## config.mk

```make
export PLATFORM = sky130hd
export DESIGN_NAME = bus_master_if
export DESIGN_NICKNAME = d
export VERILOG_FILES = /design/src/rtl/bus_master_if_pkg.sv /design/src/rtl/bus_master_if_timeout_cnt.sv /design/src/rtl/bus_master_if.sv
export SDC_FILE = /design/constraint.sdc
export NUM_CORES = 1
export LEC_CHECK = 0
export CORE_ASPECT_RATIO = 0.6
export CORE_UTILIZATION = 42
export CTS_CLUSTER_DIAMETER = 150
export DETAILED_ROUTE_END_ITERATION = 8
export GPL_ROUTABILITY_DRIVEN = 0
export MAX_ROUTING_LAYER = met4
export PLACE_DENSITY_LB_ADDON = 0.25
export SYNTH_ARGS = -nofsm -noshare
export SYNTH_HDL_FRONTEND = slang
export SYNTH_HIERARCHICAL = 1
export SYNTH_SLANG_ARGS = --single-unit
```

## constraint.sdc

```tcl
create_clock -name clk -period 2.3 [get_ports clk]
set_input_delay 0.46 -clock clk [delete_from_list [all_inputs] [get_ports clk]]
set_output_delay 0.46 -clock clk [all_outputs]
set_load 0.1 [all_outputs]
```

## src/rtl/bus_master_if_pkg.sv

```systemverilog
// Shared constants for the per-master bus interface: strobe polarities,
// read/write encodings, FSM state codes and the timeout counter width.
package bus_master_if_pkg;

   localparam logic ENABLE_  = 1'b0;
   localparam logic DISABLE_ = 1'b1;

   localparam logic READ  = 1'b1;
   localparam logic WRITE = 1'b0;

   typedef logic [2:0] bm_state_t;

   localparam bm_state_t BM_IDLE = 3'd0;
   localparam bm_state_t BM_REQ  = 3'd1;
   localparam bm_state_t BM_STRB = 3'd2;
   localparam bm_state_t BM_WAIT = 3'd3;
   localparam bm_state_t BM_DONE = 3'd4;

   localparam int unsigned TMO_CNT_W = 16;

endpackage

```

## src/rtl/bus_master_if_timeout_cnt.sv

```systemverilog
// Clearable/enabled cycle counter; tc flags the cycle whose increment
// would make the count reach TIMEOUT.
module bus_master_if_timeout_cnt
   import bus_master_if_pkg::*;
#(
   parameter int unsigned TIMEOUT = 255
)(
   input  logic clk,
   input  logic reset_,
   input  logic clr,
   input  logic en,
   output logic tc
);

   localparam logic [TMO_CNT_W-1:0] LAST = TMO_CNT_W'(TIMEOUT - 1);

   logic [TMO_CNT_W-1:0] cnt_r;

   // Count enabled cycles since the last clear
   always_ff @(posedge clk) begin
      if (!reset_) begin
         cnt_r <= {TMO_CNT_W{1'b0}};
      end else if (clr) begin
         cnt_r <= {TMO_CNT_W{1'b0}};
      end else if (en) begin
         cnt_r <= cnt_r + TMO_CNT_W'(1);
      end else begin
         cnt_r <= cnt_r;
      end
   end

   assign tc = en && (cnt_r == LAST);

endmodule

```

## src/rtl/bus_master_if.sv

```systemverilog
// Single-word bus master: requests the bus, runs one strobe/wait cycle and
// returns data/status to its client. All outputs are registered.
module bus_master_if
   import bus_master_if_pkg::*;
#(
   parameter int unsigned ADDR_W  = 30,
   parameter int unsigned DATA_W  = 32,
   parameter int unsigned TIMEOUT = 255
)(
   input  logic              clk,
   input  logic              reset_,
   input  logic              req,
   input  logic              rw,
   input  logic [ADDR_W-1:0] addr,
   input  logic [DATA_W-1:0] wr_data,
   output logic              busy,
   output logic              ack,
   output logic              err,
   output logic [DATA_W-1:0] rd_data,
   output logic              breq_,
   input  logic              bgrt_,
   output logic              bus_as_,
   output logic              bus_rw,
   output logic [ADDR_W-1:0] bus_addr,
   output logic [DATA_W-1:0] bus_wdata,
   input  logic [DATA_W-1:0] bus_rdata,
   input  logic              bus_rdy_
);

   bm_state_t         state_r;
   bm_state_t         state_nxt_s;
   logic              cmd_rw_r;
   logic [ADDR_W-1:0] cmd_addr_r;
   logic [DATA_W-1:0] cmd_wdata_r;
   logic              tmo_s;
   logic              rdy_s;
   logic              req_phase_s;
   logic              bus_phase_s;
   logic              finish_s;

   assign rdy_s       = (bus_rdy_ == ENABLE_);
   assign req_phase_s = (state_nxt_s == BM_REQ) || (state_nxt_s == BM_STRB) || (state_nxt_s == BM_WAIT);
   assign bus_phase_s = (state_nxt_s == BM_STRB) || (state_nxt_s == BM_WAIT);
   assign finish_s    = (state_r == BM_WAIT) && (state_nxt_s == BM_DONE);

   bus_master_if_timeout_cnt #(
      .TIMEOUT (TIMEOUT)
   ) u_tmo (
      .clk    (clk),
      .reset_ (reset_),
      .clr    (state_r == BM_STRB),
      .en     (state_r == BM_WAIT),
      .tc     (tmo_s)
   );

   // Next-state decode; a ready on the timeout edge still completes cleanly
   always_comb begin
      state_nxt_s = state_r;
      case (state_r)
         BM_IDLE: if (req) state_nxt_s = BM_REQ; else state_nxt_s = BM_IDLE;
         BM_REQ:  if (bgrt_ == ENABLE_) state_nxt_s = BM_STRB; else state_nxt_s = BM_REQ;
         BM_STRB: state_nxt_s = BM_WAIT;
         BM_WAIT: if (rdy_s || tmo_s) state_nxt_s = BM_DONE; else state_nxt_s = BM_WAIT;
         BM_DONE: state_nxt_s = BM_IDLE;
         default: state_nxt_s = BM_IDLE;
      endcase
   end

   // Command capture at acceptance; later req pulses are ignored until IDLE
   always_ff @(posedge clk) begin
      if (!reset_) begin
         cmd_rw_r    <= 1'b0;
         cmd_addr_r  <= {ADDR_W{1'b0}};
         cmd_wdata_r <= {DATA_W{1'b0}};
      end else if ((state_r == BM_IDLE) && req) begin
         cmd_rw_r    <= rw;
         cmd_addr_r  <= addr;
         cmd_wdata_r <= wr_data;
      end else begin
         cmd_rw_r    <= cmd_rw_r;
         cmd_addr_r  <= cmd_addr_r;
         cmd_wdata_r <= cmd_wdata_r;
      end
   end

   // State, client and bus outputs registered from the next state, so bus
   // lines are zero outside STRB/WAIT and can be OR-combined downstream
   always_ff @(posedge clk) begin
      if (!reset_) begin
         state_r   <= BM_IDLE;
         busy      <= 1'b0;
         ack       <= 1'b0;
         err       <= 1'b0;
         rd_data   <= {DATA_W{1'b0}};
         breq_     <= DISABLE_;
         bus_as_   <= DISABLE_;
         bus_rw    <= 1'b0;
         bus_addr  <= {ADDR_W{1'b0}};
         bus_wdata <= {DATA_W{1'b0}};
      end else begin
         state_r <= state_nxt_s;
         busy    <= (state_nxt_s != BM_IDLE);
         ack     <= (state_nxt_s == BM_DONE);
         breq_   <= req_phase_s ? ENABLE_ : DISABLE_;
         bus_as_ <= (state_nxt_s == BM_STRB) ? ENABLE_ : DISABLE_;
         if (bus_phase_s) begin
            bus_rw    <= cmd_rw_r;
            bus_addr  <= cmd_addr_r;
            bus_wdata <= (cmd_rw_r == WRITE) ? cmd_wdata_r : {DATA_W{1'b0}};
         end else begin
            bus_rw    <= 1'b0;
            bus_addr  <= {ADDR_W{1'b0}};
            bus_wdata <= {DATA_W{1'b0}};
         end
         if (finish_s) begin
            err <= rdy_s ? 1'b0 : 1'b1;
            if (rdy_s && (cmd_rw_r == READ)) begin
               rd_data <= bus_rdata;
            end else begin
               rd_data <= rd_data;
            end
         end else begin
            err     <= err;
            rd_data <= rd_data;
         end
      end
   end

endmodule

```

# After elaboration in Yosys (flattened, before gate mapping)
# Cells that the tools add are included.
# W data, S select, Z words.
dict set report classes {
  n_addsub 1
  n_eq_ne 8
  mux 7
  n_bitwise 3
  n_reduce_logical 14
}
# cell count
set ops {}
lappend ops {{$add A16 B1 Y16 const B} 1}
lappend ops {{$eq A16 B8 Y1 const B} 1}
lappend ops {{$eq A3 B2 Y1 const B} 4}
lappend ops {{$pmux W3 S4} 1}
lappend ops {{$eq A3 B1 Y1 const B} 2}
lappend ops {{$logic_and A1 B1 Y1} 4}
lappend ops {{$logic_or A1 B1 Y1} 4}
lappend ops {{$mux W1} 4}
lappend ops {{$reduce_and A2 Y1} 2}
lappend ops {{$eq A3 B3 Y1 const B} 1}
lappend ops {{$logic_not A3 Y1} 1}
lappend ops {{$mux W3} 1}
lappend ops {{$not A1 Y1} 3}
lappend ops {{$reduce_bool A3 Y1} 1}
lappend ops {{$reduce_or A3 Y1} 1}
lappend ops {{$mux W2} 1}
lappend ops {{$reduce_or A2 Y1} 1}
dict set report word_totals {
  reg_bits 182
  out_inout_bits 100
  elab_cells 47
}

# Depth between registers and ports, before layout
# Gate-level depths: netlist (run 1).
dict set report logic_depth {
  word_depth 9
  depth_mapped 13
}

# Cells and area by module
# Netlist (run 1), hierarchy kept.
# module n_inst cells_per_inst area_each_um2 seq_area_each_um2
set by_module_without_submodules {}
lappend by_module_without_submodules {bus_master_if 1 580 5878.1 3323.2}
lappend by_module_without_submodules {bus_master_if_timeout_cnt 1 87 754.5 320.3}

# Worst setup path after synthesis (run 1)
# No wires, ideal clock.
dict set report synth_path {
  path_type {register to register}
  startpoint {register state_r[0]}
  endpoint {register bus_addr[20]}
  setup_ns 0.115
  arrival_ns 2.090
  required_time_ns 2.185
  setup_slack_ns 0.095
  path_stages_with_launch 14
  n_path_buf 3
  period_less_slack_ns 2.205
  cell_sequence {dfxtp_1 buf_2 nand3b_1 inv_1 buf_4 nand3_1 nor2_1 nand4_1 nor4_1 nand2b_1 a221o_2 inv_2 buf_4 and2_1}
}
dict set report synth_via {
  elab_chain_len 8
  elab_cells_between_ends 12
}
# element line_no
set synth_rtl {}
lappend synth_rtl {{from (decl)} bus_master_if.sv:30} ;# bm_state_t state_r;
lappend synth_rtl {{from (signal assigned)} bus_master_if.sv:101} ;# state_r <= state_nxt_s;
lappend synth_rtl {{$eq A3 B2 Y1 *} bus_master_if.sv:52} ;# .en (state_r == BM_WAIT),
lappend synth_rtl {{$logic_and A1 B1 Y1 *} bus_master_if_timeout_cnt.sv:32} ;# assign tc = en && (cnt_r == LAST);
lappend synth_rtl {{named net tmo_s} bus_master_if.sv:35} ;# logic tmo_s;
lappend synth_rtl {{$logic_or A1 B1 Y1 *} bus_master_if.sv:63} ;# BM_WAIT: if (rdy_s || tmo_s) state_nxt_s = BM_DONE; else state_nxt_s = BM_WAIT;
lappend synth_rtl {{$mux W3 *} bus_master_if.sv:63}
lappend synth_rtl {{$pmux W3 S4 *} bus_master_if.sv:59} ;# case (state_r)
lappend synth_rtl {{$eq A3 B2 Y1} bus_master_if.sv:43} ;# assign bus_phase_s = (state_nxt_s == BM_STRB) || (state_nxt_s == BM_WAIT);
lappend synth_rtl {{$logic_or A1 B1 Y1 *} bus_master_if.sv:43}
lappend synth_rtl {{$reduce_and A2 Y1 (no source line) *} -}
lappend synth_rtl {{to (signal assigned)} bus_master_if.sv:98} ;# bus_addr <= {ADDR_W{1'b0}};
lappend synth_rtl {{to (signal assigned)} bus_master_if.sv:108} ;# bus_addr <= cmd_addr_r;
lappend synth_rtl {{to (signal assigned)} bus_master_if.sv:112} ;# bus_addr <= {ADDR_W{1'b0}};
lappend synth_rtl {{to (decl)} bus_master_if.sv:24} ;# output logic [ADDR_W-1:0] bus_addr,
# The timed path passes the listed nets; every way through them passes the cells marked *.
# A chain may end at the register's enable or synchronous reset.

# Worst setup path after layout (run 1)
dict set report layout_path {
  startpoint {register state_r[2]}
  endpoint {register bus_wdata[1]}
}
dict set report layout_via {
  elab_chain_len 9
  elab_cells_between_ends 13
}
# element line_no
set layout_rtl {}
lappend layout_rtl {{$eq A3 B2 Y1 *} bus_master_if.sv:52}
lappend layout_rtl {{$logic_and A1 B1 Y1 *} bus_master_if_timeout_cnt.sv:32}
lappend layout_rtl {{named net tmo_s} bus_master_if.sv:35}
lappend layout_rtl {{$logic_or A1 B1 Y1 *} bus_master_if.sv:63}
lappend layout_rtl {{$mux W3 *} bus_master_if.sv:63}
lappend layout_rtl {{$pmux W3 S4 *} bus_master_if.sv:59}
lappend layout_rtl {{$eq A3 B2 Y1} bus_master_if.sv:43}
lappend layout_rtl {{$logic_or A1 B1 Y1 *} bus_master_if.sv:43}
lappend layout_rtl {{$not A1 Y1 (no source line) *} -}
lappend layout_rtl {{$reduce_or A3 Y1 (no source line) *} -}
lappend layout_rtl {{to (signal assigned)} bus_master_if.sv:99} ;# bus_wdata <= {DATA_W{1'b0}};
lappend layout_rtl {{to (signal assigned)} bus_master_if.sv:109} ;# bus_wdata <= (cmd_rw_r == WRITE) ? cmd_wdata_r : {DATA_W{1'b0}};
lappend layout_rtl {{to (signal assigned)} bus_master_if.sv:113} ;# bus_wdata <= {DATA_W{1'b0}};
lappend layout_rtl {{to (decl)} bus_master_if.sv:25} ;# output logic [DATA_W-1:0] bus_wdata,
# Marked as above.

==> results of run 1 <==
## power by group through the flow
stage / combinational, mW / clock (mW) / sequential [mW]
6_report: 0.790 / 2.97 / 3.30
2_1_floorplan: 0.354 / 0 / 3.54
3_3_place_gp: 0.779 / 0 / 3.37
5_1_grt: 0.853 / 3.18 / 3.32
3_5_place_dp: 0.794 / 0 / 3.38
4_1_cts: 0.796 / 3.03 / 3.30
## what timing repair did
action / in CTS / in global routing
hold buffers: 0 / 0
setup endpoints to repair: 0 / 63
resized for setup: 0 / 3
## per-stage QoR
| stage | setup WS [ps] | hold slack [ps] | cells |
|---|---|---|---|
| 2_1_floorplan | 95.2 | 429 | 667 |
| 3_3_place_gp | 140 | 435 | 1040 |
| 3_5_place_dp | 98.3 | 441 | 1040 |
| 4_1_cts | 74.1 | 408 | 1072 |
| 5_1_grt | 33.9 | 447 | 1072 |
| 6_report | 194 | 427 | 1072 |
## per-layer routing
metal	wire length (um)	part of all wire [%]	global-route usage [%]	vias up
met2	6850	45	29.1	151
met3	983	6.5	4.67	16
met5	0	0	-	-
li1	-	-	-	2557
met4	196	1.3	6.48	0
met1	7210	47	25.8	2384
## tightest hold or removal path, cell delays in order
cell and delay (ps):
buf_4 100, nand2b_1 110, nor2_1 120
## final cells by class
cell class                 count  area [um^2]  share of cell area, %
multi-input combinational    433         2660                   29.3
clock inverter                14          174                   1.91
timing repair buffer         215         1900                   20.9
inverter                       7         28.8                  0.317
sequential                   182         3640                   40.1
tap                          203          254                   2.79
clock buffer                  18          429                   4.72
## worst paths after layout
| check | to | slack [ps] |
|---|---|---|
| setup reg to reg | bus_wdata[1] | 190 |
| hold / removal | busy | 430 |
| hold reg to reg | cmd_addr_r[9] | 450 |
| setup / recovery | bus_wdata[1] | 190 |
## sequential cells by signal, summed over array words and instances, names as in the netlist
| name | count |
|---|---|
| bus_rw | 1 |
| rd_data | 32 |
| busy | 1 |
| bus_addr | 30 |
| u_tmo/cnt_r | 16 |
| cmd_wdata_r | 32 |
| cmd_addr_r | 30 |
| bus_as_ | 1 |
| ack | 1 |
| bus_wdata | 32 |
| cmd_rw_r | 1 |
| err | 1 |
| state_r | 3 |
| breq_ | 1 |
## kinds of logic after synthesis
kind of cell / count (synthesis) / share of synthesized area [%]
fa+ha+maj: 2 / 0.377
buf+inv: 52 / 5.09
simple gates: 310 / 24.8
flops: 182 / 54.9
compound gates: 78 / 8.51
xor+xnor: 11 / 1.45
mux: 32 / 4.83
## cells in the final DEF, fill, tap and decap left out, drive strengths merged, types with 6 or more instances in the layout
cell           synthesis  layout
mux2i                 32      32
inv                    7      11
nand4                  7       7
o21ai                  6       6
xnor2                  6       6
nand2                194     194
dfxtp                182     182
clkinv                 0       7
buf                   26     117
clkdlybuf4s50          0      98
clkbuf                19      18
nor2                  15      15
nor3b                 33      33
a21boi                63      63
and2                  32      32
==> impl_results.md, run 1 <==
- Synth area leader: dfxtp_1
- Most common cell in the netlist: nand2_1
- Final Critical Period: about 2100 ps
- FF+latch count, synth: ~180
- Largest net degree at the start of global routing: 76
- Ant. Diodes: 0
- CTS Root Cell: clkbuf_16
- PD cells: 777 nW/um^2
- Final ANT Viol Nets: 0
- CP Capture Type: register
- Max cap viols: 0
- Vias in the first global route: 4932
- Clock Skews: between 10 and 15 ps
- Leakage: 3.59 nW
- Initial core utilization: between 40% and 50%
- RR Startpoint: state_r[2]
- CP Depth: 10
- Startpoint types: register
- CTS sink count: between 150 and 200
- Area Growth Syn to Fin: 37.0%
- DR iter-0 viols: ~260
- Synth area leaders: dfxtp_1 55%, nand2_1 11%, a21boi_1 6.8%
- Layout cells sized above 1: between 20% and 30%
- Post-layout util: 59.1%
- Syn Nets: ~770
- Worst Hold Class: input port to register
- Maximum vdd drop: about 0.41 mV
- Synth Warn #: 6
- TNS Setup: 0 ps
- Critical path type: register to register
- Achievable frequency: roughly 470 MHz
- Core area: 15400 um^2
- Design area: 9090 um^2
- Vias: a little over 5000
- Tcrit/Tclk final: 91.6%
- Tot Pwr: approximately 7.1 mW
- Synth cell types: 40
- Sequential power share: between 40% and 50%
- Top Family by Delay on Critical Path: simple AND/OR/NAND/NOR gates
- # H-tree levels: 4
- Slew HR: 56.3%
- CP required: about 2600 ps
- Outcome: finished, final reports clean
- Synth top area share: a little over half
- Syn Inst Count: 667
- GRT Residual Overflow: 0
- CTS max path bufs: 2
- Final #Nets: 958
- Slowest stage delay, CP: 320 ps
- WHS Path Cells: 3
- Fillers: around 1300
- Placed Area: approximately 8500 um^2
- Min-Delay Startpoint: reset_
- Internal power: between 5 and 6 mW
- Tot GR Track Use: about a fifth
- Setup violations, final: 0
- Post-synth top flop: dfxtp_1
- Die height: roughly 99 um
- CP arrival: around 2400 ps
- Port Buffers: slightly below 200
- Ys async rst share: 0%
- Post-Route WL: between 15000 and 20000 um
- Routed wire per std cell: roughly 14 um
- Slowest cell on crit path: dfxtp_1
- CTS tree: done
- DR vias/cell: ~4.8
- DIE WIDTH: around 160 um
- RSZ-0062 raised after global routing: false
- Cell count of the worst reg-to-reg path: 10
- Sw Pwr: 1.75 mW
- Pre-Repair DR Iteration Count: 6
- Initial antenna violation count: 0
- First-pass GRT wire length: approximately 24000 um
- Worst-path clk slew: ~60 ps
- Crit-path max FO: 32
- Number of cell rows: 35
- Die footprint: roughly 16000 um^2
- Least-Margin Pin Slew: roughly 650 ps
- Clock Latency Late Sink: between 400 and 500 ps
- Avg Cell Area, Syn: between 9 and 10 um^2
- Final hold vios: 0
- Post-CTS Setup Bufs: 0
- Post-synth EDFFs: 0
- CP Launch Point: state_r[2]
- Synth top cells by count: 194 x nand2_1, 182 x dfxtp_1, 60 x a21boi_1
- Number of CTS-inserted buffers: 17
- Drt drc: 0
- Sw Ratio: 24.8%
- Clock Power Share: about two fifths
- Sequential area share after synthesis: a little over half
- Synth Cell Area: about 6600 um^2
- Slew Limit Fails: 0
- IO Pins: 200
- Combinational share of power: around 11%
- Crit-path cells: nand3b_1 -> inv_1 -> nand3_1 -> nor2_1 -> nand4_1 -> nor4_2 -> nand2b_1 -> a221o_2 -> buf_12 -> nor3b_1
- Critical path buffer and inverter count: 2
- Hpwl dp: approximately 11000 um
No activity file was read; power rests on OpenSTA's default activity.
==> run 2: changes to the inputs <==
--- a/config.mk
+++ b/config.mk
@@ -7,11 +7,10 @@
 export LEC_CHECK = 0
 export CORE_ASPECT_RATIO = 0.6
 export CORE_UTILIZATION = 42
-export CTS_CLUSTER_DIAMETER = 150
+export CTS_CLUSTER_DIAMETER = 120
 export DETAILED_ROUTE_END_ITERATION = 8
 export GPL_ROUTABILITY_DRIVEN = 0
-export MAX_ROUTING_LAYER = met4
-export PLACE_DENSITY_LB_ADDON = 0.25
+export PLACE_DENSITY_LB_ADDON = 0.15
 export SYNTH_ARGS = -nofsm -noshare
 export SYNTH_HDL_FRONTEND = slang
 export SYNTH_HIERARCHICAL = 1
==> run 2 against run 1 <==
Against the previous run: total power shrank 0.40%; largest cell class unchanged; first-iteration DRC count grew 10%; critical endpoint is now bus_addr[23]; critical path type unchanged; sequential share of layout area shrank 0.67 points; highest routed layer unchanged.
==> impl_results.md, run 2 (same netlist as run 1, synthesis figures left out) <==
- IO Pins: 200
- Number of CTS-inserted buffers: 17
- Final #Nets: 967
- Achievable frequency: roughly 450 MHz
- CTS Root Cell: clkbuf_16
- Drt drc: 0
- Post-Route WL: between 15000 and 20000 um
- Vias: 5169
- Most common cell after layout, fill and taps aside: nand2_1
- Ant. Diodes: 0
- Tcrit/Tclk final: between 90 and 100%
- Final ANT Viol Nets: 0
- DIE WIDTH: 164 um
- Critical path type: register to register
- Least-Margin Pin Slew: around 730 ps
- TNS Setup: 0 ps
- Core area: around 15000 um^2
- Largest net degree at the start of global routing: 82
- Hold Slack: 430 ps
- Maximum vdd drop: ~0.4 mV
- Pre-Repair DR Iteration Count: 4
- PD cells: 760 nW/um^2
- Clock Skews: 11.3 ps
- Slowest stage delay, CP: ~370 ps
- Setup violations, final: 0
- CTS tree: done
- Final Worst Setup Slack: about 77 ps
- First-pass GRT wire length: 24500 um
- Placed Area: 8480 um^2
- Non-Filler Instances: around 1100
- CTS max path bufs: 2
- CP arrival: about 2500 ps
- Final Critical Period: around 2200 ps
- Hpwl dp: 10600 um
- Die height: about 100 um
- CTS sink count: about 180
- Vias in the first global route: between 4000 and 5000
- Outcome: finished, final reports clean
- Tot GR Track Use: around a fifth
- Worst-path clk slew: roughly 60 ps
- Cells after DPL: about 1000
- Post-layout util: between 60% and 70%
- Number of cell rows: 35
- DR vias/cell: between 4 and 5
- # H-tree levels: 4
- Slew Limit Fails: 0
- Worst Hold Class: input port to register
- Area Growth Syn to Fin: 39.5%
- Fillers: around 1300
- Slowest cell on crit path: dfxtp_4
- Design area: between 9000 and 10000 um^2
- Post-place setup slack: approximately 50 ps
- Crit-path cells: nand3b_1 -> inv_2 -> nand3_2 -> nor2_2 -> nand4_1 -> nor4_2 -> nand2b_4 -> a221o_4 -> buf_12 -> clkinv_8 -> and2_1
- Routed wire per std cell: 15.1 um
- Layout cells sized above 1: 23.5%
- Regs by FF count: bus_wdata x32, cmd_wdata_r x32, rd_data x32
- CP Capture Type: register
- CP required: between 2000 and 3000 ps
- Max cap viols: 0
- Port Buffers: 199
- DR iter-0 viols: between 200 and 300
- Final hold vios: 0
- Leakage: around 3.7 nW
- Most frequent cells in the layout: 194 x nand2_1, 180 x dfxtp_1, 116 x buf_4
- Crit-path max FO: 8
- Tot Pwr: 7.03 mW
- Slew HR: between 50% and 60%
- GRT Residual Overflow: 0
- Die footprint: about 16000 um^2
- Clock Latency Late Sink: about 420 ps
- Initial antenna violation count: 0
- Initial core utilization: a little over two fifths
- Post-CTS Hold Fix Bufs: 0
- Startpoint types: register
-- run 2: worst paths after layout --
| path | slack, ps | end | from | cells past startpoint |
|---|---|---|---|---|
| setup / recovery | 80 | bus_addr[23] | state_r[2] | 11 |
| hold / removal | 430 | busy | reset_ | 3 |
| setup reg to reg | 80 | bus_addr[23] | state_r[2] | 11 |
| hold reg to reg | 450 | cmd_addr_r[23] | cmd_addr_r[23] | 2 |
-- run 2: area by class of cell --
| type | count | area, um^2 | share of cell area, % |
|---|---|---|---|
| clock inverter | 15 | 159 | 1.72 |
| clock buffer | 17 | 425 | 4.60 |
| sequential | 182 | 3650 | 39.4 |
| timing repair inverter | 2 | 17.5 | 0.189 |
| tap | 203 | 254 | 2.74 |
| inverter | 7 | 38.8 | 0.419 |
| timing repair buffer | 222 | 2020 | 21.8 |
| multi-input combinational | 433 | 2690 | 29.1 |
-- run 2: metal layers --
layer  GRT usage [%]  vias to the layer above  share of wire, %
met3            5.42                       11               7.2
met4            6.05                        0              0.79
met5               0                        -                 0
met1            26.1                     2431                48
met2            29.3                      151                44
li1                -                     2576                 -
-- run 2: critical path, delay by kind of cell (launching register included) --
family / cells / cell delay [ps]
AO/OA/AOI/OAI: 1 / 190
buffers and inverters: 3 / 340
flip-flops: 1 / 370
AND/OR/NAND/NOR: 7 / 1220
-- run 2: where the power goes --
group | switching, mW | internal, mW
logic | 0.494 | 0.353
registers | 0.0453 | 3.26
clock network | 1.34 | 1.54
-- run 2: what timing repair did --
item | in CTS | in global routing
gates resized for setup | 0 | 15
setup endpoints to repair | 0 | 64
buffers inserted | 0 | 5
